### config.mk
export PLATFORM = sky130hd
export DESIGN_NAME = fetch_stage
export DESIGN_NICKNAME = d
export VERILOG_FILES = /design/src/rtl/fetch_stage.sv
export SDC_FILE = /design/constraint.sdc
export NUM_CORES = 1
export LEC_CHECK = 0
export BUFFER_PORTS_ARGS = -buffer_cell sky130_fd_sc_hd__buf_2
export CORE_MARGIN = 4
export CORE_UTILIZATION = 35
export DETAILED_ROUTE_END_ITERATION = 10
export PLACE_DENSITY_LB_ADDON = 0.12
export SYNTH_ARGS = -nofsm -noshare
export SYNTH_HDL_FRONTEND = slang
export SYNTH_SLANG_ARGS = --single-unit
### constraint.sdc
create_clock -name clk -period 3.3 [get_ports clk]
set_input_delay 0.33 -clock clk [delete_from_list [all_inputs] [get_ports clk]]
set_output_delay 0.33 -clock clk [all_outputs]
set_load 0.005 [all_outputs]
### src/rtl/fetch_stage.sv
// Instruction-fetch stage: owns the PC, drives the imem request handshake and loads IF/ID.
// Redirects on EX control transfers, squashes wrong-path work, and parks a word in a skid entry on hold.
module fetch_stage #(
    parameter logic [31:0] RESET_PC  = 32'h0000_0000,
    parameter logic [31:0] NOP_INSTR = 32'h0000_0013
) (
    input  logic        clk,
    input  logic        rst_n,
    input  logic        bran_stall,
    input  logic        br_taken,
    input  logic [31:0] br_target,
    input  logic [31:0] ex_pc,
    input  logic        hold_stall,
    output logic        imem_req,
    output logic [31:0] imem_addr,
    input  logic        imem_ready,
    input  logic [31:0] imem_rdata,
    output logic [31:0] if_id_pc,
    output logic [31:0] if_id_instr,
    output logic        if_id_valid,
    output logic        id_flush,
    output logic [1:0]  dbg_state
);

    typedef enum logic [1:0] {
        ST_BOOT  = 2'd0,
        ST_FETCH = 2'd1,
        ST_DROP  = 2'd2,
        ST_HOLD  = 2'd3
    } state_t;

    state_t      r_state, w_state_nxt;
    logic [31:0] r_pc, w_pc_nxt;
    logic [31:0] r_stale_addr, w_stale_addr_nxt;
    logic [31:0] r_skid_pc, w_skid_pc_nxt;
    logic [31:0] r_skid_instr, w_skid_instr_nxt;
    logic [31:0] r_if_id_pc, w_if_id_pc_nxt;
    logic [31:0] r_if_id_instr, w_if_id_instr_nxt;
    logic        r_if_id_valid, w_if_id_valid_nxt;
    logic [31:0] w_raw_target;
    logic [31:0] w_redirect;

    assign w_raw_target = br_taken ? br_target : (ex_pc + 32'd4);
    assign w_redirect   = w_raw_target & 32'hFFFF_FFFC;

    // Handshake: a word transfers in any cycle with imem_req && imem_ready; once
    // imem_req is high without imem_ready, imem_req/imem_addr hold until imem_ready.
    // DROP keeps presenting the abandoned address so that rule survives a redirect.
    assign imem_req  = (r_state == ST_FETCH) || (r_state == ST_DROP);
    assign imem_addr = ((r_state == ST_DROP) ? r_stale_addr : r_pc) & 32'hFFFF_FFFC;
    assign id_flush  = bran_stall & rst_n;
    assign dbg_state = r_state;

    assign if_id_pc    = r_if_id_pc;
    assign if_id_instr = r_if_id_instr;
    assign if_id_valid = r_if_id_valid;

    always_comb begin
        w_state_nxt       = r_state;
        w_pc_nxt          = r_pc;
        w_stale_addr_nxt  = r_stale_addr;
        w_skid_pc_nxt     = r_skid_pc;
        w_skid_instr_nxt  = r_skid_instr;
        w_if_id_pc_nxt    = r_if_id_pc;
        w_if_id_instr_nxt = r_if_id_instr;
        w_if_id_valid_nxt = r_if_id_valid;
        case (r_state)
            ST_BOOT: begin
                w_state_nxt = ST_FETCH;
                if (bran_stall) w_pc_nxt = w_redirect;
            end
            ST_FETCH: begin
                if (bran_stall) begin
                    w_pc_nxt          = w_redirect;
                    w_if_id_pc_nxt    = 32'd0;
                    w_if_id_instr_nxt = NOP_INSTR;
                    w_if_id_valid_nxt = 1'b0;
                    if (!imem_ready) begin
                        w_stale_addr_nxt = imem_addr;
                        w_state_nxt      = ST_DROP;
                    end
                end else if (hold_stall) begin
                    if (imem_ready) begin
                        w_skid_pc_nxt    = r_pc;
                        w_skid_instr_nxt = imem_rdata;
                        w_pc_nxt         = r_pc + 32'd4;
                        w_state_nxt      = ST_HOLD;
                    end
                end else if (imem_ready) begin
                    w_if_id_pc_nxt    = r_pc;
                    w_if_id_instr_nxt = imem_rdata;
                    w_if_id_valid_nxt = 1'b1;
                    w_pc_nxt          = r_pc + 32'd4;
                end else begin
                    w_if_id_pc_nxt    = 32'd0;
                    w_if_id_instr_nxt = NOP_INSTR;
                    w_if_id_valid_nxt = 1'b0;
                end
            end
            ST_DROP: begin
                // The returning word belongs to the abandoned path and is never used.
                if (bran_stall) w_pc_nxt = w_redirect;
                if (bran_stall || !hold_stall) begin
                    w_if_id_pc_nxt    = 32'd0;
                    w_if_id_instr_nxt = NOP_INSTR;
                    w_if_id_valid_nxt = 1'b0;
                end
                if (imem_ready) w_state_nxt = ST_FETCH;
            end
            ST_HOLD: begin
                if (bran_stall) begin
                    w_pc_nxt          = w_redirect;
                    w_if_id_pc_nxt    = 32'd0;
                    w_if_id_instr_nxt = NOP_INSTR;
                    w_if_id_valid_nxt = 1'b0;
                    w_state_nxt       = ST_FETCH;
                end else if (!hold_stall) begin
                    w_if_id_pc_nxt    = r_skid_pc;
                    w_if_id_instr_nxt = r_skid_instr;
                    w_if_id_valid_nxt = 1'b1;
                    w_state_nxt       = ST_FETCH;
                end
            end
            default: w_state_nxt = ST_BOOT;
        endcase
    end

    always_ff @(posedge clk or negedge rst_n) begin
        if (!rst_n) begin
            r_state       <= ST_BOOT;
            r_pc          <= RESET_PC;
            r_stale_addr  <= 32'd0;
            r_skid_pc     <= 32'd0;
            r_skid_instr  <= 32'd0;
            r_if_id_pc    <= 32'd0;
            r_if_id_instr <= NOP_INSTR;
            r_if_id_valid <= 1'b0;
        end else begin
            r_state       <= w_state_nxt;
            r_pc          <= w_pc_nxt;
            r_stale_addr  <= w_stale_addr_nxt;
            r_skid_pc     <= w_skid_pc_nxt;
            r_skid_instr  <= w_skid_instr_nxt;
            r_if_id_pc    <= w_if_id_pc_nxt;
            r_if_id_instr <= w_if_id_instr_nxt;
            r_if_id_valid <= w_if_id_valid_nxt;
        end
    end

endmodule

==> reports/qor.csv <==
stage;metric;value;unit
synth;Synth Register Bits;188;
cells_and_area;fin cells;1400;
floorplan;boundary pin count;203;
clocking;post_cts resized;0;
pwr;Max rail drop VDD;0.3656;mV
timing;clk_skew;0.01370;ns
synth;Syn Std Cell Area;0.009348;mm^2
worst_setup_path;delay-heaviest family, CP;buffers and inverters;
worst_setup_path;CP Max Fanout;40;
synth;top_reg_cell synth;dfrtp_1;
floorplan;CORE AREA;0.02613;mm^2
timing;f_max;399.6;MHz
drt;Total Wirelength;26640;um
timing;final hold viol count;0;
placed_design;placed cell count;1365;
hold_path;Tightest Hold Check Type;in2reg;
synth;Synth Warn #;0;
pwr;clock network fraction of total power;21.9;%
worst_setup_path;end of the worst register-to-register path;if_id_pc[9];
floorplan;area of the die;0.02939;mm^2
worst_setup_path;CP Class;reg2out;
drt;drt drc;0;
hold_path;hold endpoint;r_pc[17];
clocking;TritonCTS clock tree;built;
timing;min cycle time layout;2.502;ns
clocking;Max H-tree Level;4;
synth;syn avg cell area;10.61;um^2
worst_setup_path;Worst Setup Start Kind;flop;
run_status;status;complete, no violations;
cells_and_area;synth-to-layout area growth;20.47;%
floorplan;Starting Density;35.77;%
synth;async set or reset register ratio after synthesis;100.0;%
cells_and_area;Core Util, Final;43.09;%
timing;slew margin rel.;46.05;%
worst_setup_path;reg2reg path depth;7;
synth;post-synthesis sequential area ratio;50.37;%
clocking;CTS Buf Count;17;
timing;Slew @ Worst Pin;0.7984;ns
drt;wire per inst;19.03;um
worst_setup_path;slowest stage delay, CP;0.46;ns
pwr;Leak;5.052;nW
clocking;number of clock sinks;188;
placed_design;hpwl dp;18280;um
clocking;clk slew on worst S/H paths;0.08;ns
cells_and_area;commonest non-fill, non-tap cells in the layout;buf_2 (195), dfrtp_1 (185), mux2_2 (118);
global_routing;largest net degree at the start of global routing;103;
drt;Final ANT Viol Nets;0;
placed_design;I/O Buffers;196;
cells_and_area;layout cell share with drive strength beyond 1;35.37;%
timing;final setup violation count;0;
hold_path;min-delay src;br_target[17];
clocking;Worst-Skew Late Latency;0.43;ns
timing;setup TNS;0;ns
floorplan;DIE HEIGHT;171.4;um
pwr;PwrDens;807.1;mW/mm^2
drt;DR iter-0 viols;520;
global_routing;Total GRT Usage;18.00;%
run;Max-Cap Viols;0;
clocking;maximum buffer depth of the clock tree;2;
worst_setup_path;endpoint kind of the worst setup timing path;output port;
timing;Max Slew Vio Count;0;
global_routing;vias in the first global route;7296;
synth;Netlist cell types;57;
hold_path;Hold Crit Depth;3;
worst_setup_path;Crit path depth;5;
pwr;Switch Pwr;3.230;mW
worst_setup_path;CP Buf/Inv Count;3;
synth;Post-synth EDFFs;0;
worst_setup_path;Crit path required time;2.97;ns
cells_and_area;NumNets Final;1158;
global_routing;gr ovfl total;0;
worst_setup_path;worst r2r src;dbg_state[1];
synth;Cells after Synth;881;
timing;RSZ-0062 raised after global routing;no;
pwr;overall power;9.088;mW
floorplan;Die Wd;171.4;um
clocking;Post CTS Setup Buffer Count;0;
placed_design;routability cong.;0.8562;
drt;DRT Pass-1 Iters;4;
worst_setup_path;crit path DAT;2.17;ns
timing;WHS;0.1256;ns
worst_setup_path;reg-to-reg slack, setup;0.89;ns
global_routing;initial antenna violation count;2;
clocking;Root Driver;clkbuf_16;
worst_setup_path;CP max stage cell;buf_4;
pwr;power share of the sequential group;42.7;%
pwr;Sw Share;35.54;%
timing;period utilization;75.82;%
drt;DR vias/cell;5.319;
clocking;hold buffer count at CTS;1;
worst_setup_path;CP cell instances;inv_1 -> ha_2 -> buf_4 -> mux2_2 -> buf_2;
pwr;Logic pwr share;35.4;%
cells_and_area;most common cell after layout, fill and taps aside;buf_2;
pwr;Int Pwr;5.858;mW
drt;Vias;7446;
global_routing;first-pass GRT wire length;41500;um
floorplan;row cnt;59;
[layer usage]
metal	wire (um)	track usage (%)	up-vias
met2	11930	26.94	204
met1	13320	26.84	3686
li1	-	-	3541
met4	251	4.650	0
met5	0	0	-
met3	1139	3.447	15
[how the worst max path moves through the flow]
stage / from / end / slack, ns
floorplan: ex_pc[2] / r_pc[18] / 1.10
finish: dbg_state[0] / imem_addr[24] / 0.80
global route: dbg_state[1] / if_id_pc[3] / 0.64
detailed placement: ex_pc[2] / r_pc[18] / 0.90
CTS: dbg_state[0] / imem_addr[24] / 0.75
global placement: ex_pc[2] / r_pc[18] / 0.91
[state kept, by name (all words and copies together) (netlist names)]
name / flops
if_id_instr: 32
r_skid_instr: 32
r_stale_addr: 30
if_id_pc: 31
r_skid_pc: 30
dbg_state: 2
if_id_valid: 1
r_pc: 30
[kinds of logic after synthesis]
logic type      Yosys count  synth area share [%]
simple gates            246                 12.92
compound gates          197                 13.67
flops                   188                 50.37
fa+ha+maj                 6                0.8031
buf+inv                  77                 3.386
xor+xnor                 40                 3.748
mux                     126                 15.07
other cells               1               0.04012
[stage by stage]
step	worst slack, ns	instance area (um^2)
final	0.7978	11260
after global placement	0.9062	10690
after detailed placement	0.8982	10690
after global routing	0.6436	11260
after floorplan	1.105	9351
after CTS	0.7546	11260
[area by class of cell]
class	instances	area, um^2
repair buffers	213	1157
multi-input cells	617	4364
clock buffers	18	429.2
well taps	335	419.2
diodes	2	5.005
inverters	13	48.80
fillers	2585	14870
clock inverters	14	128.9
flip-flops and latches	188	4708
[power groups by stage]
stage	clock, mW	combinational (mW)	sequential (mW)
after floorplan	0	2.11	3.80
after global placement	0	3.21	3.89
after detailed placement	0	3.26	3.94
after CTS	2.06	3.27	3.89
after global routing	2.16	3.62	4.01
final	1.99	3.22	3.88
[tightest hold or removal path: cells and delay by family]
family          cells  cell delay (ns)
simple gates        1             0.04
buf+inv             1             0.08
compound gates      1             0.07
[cells in the mapped netlist, drive strengths merged (2+ instances only)]
cell    instances  area share (%)
dfrtp         185              50
mux2          118              14
nor2           96             3.9
a21oi          70             3.7
a22oi          60             4.8
nand2          54             2.2
clkbuf         45             1.8
nand3          23             1.2
xor2           23             2.2
o21ai          22             1.2
nand4          21             1.6
buf            19             1.1
xnor2          17             1.6
inv            12            0.48
nor2b           9            0.60
nor4            9            0.96
o211ai          9            0.72
and3            8            0.54
and4            8            0.75
mux2i           8            0.86
ha              6            0.80
nor3            6            0.32
a31oi           5            0.33
o22ai           5            0.33
o32a            4            0.43
or3             4            0.27
a211oi          3            0.24
dfstp           3            0.84
a221o           2            0.21
and2            2            0.13
nand2b          2            0.13
o211a           2            0.21
o221ai          2            0.19
or4             2            0.20
(Power assumes the default switching activity.)
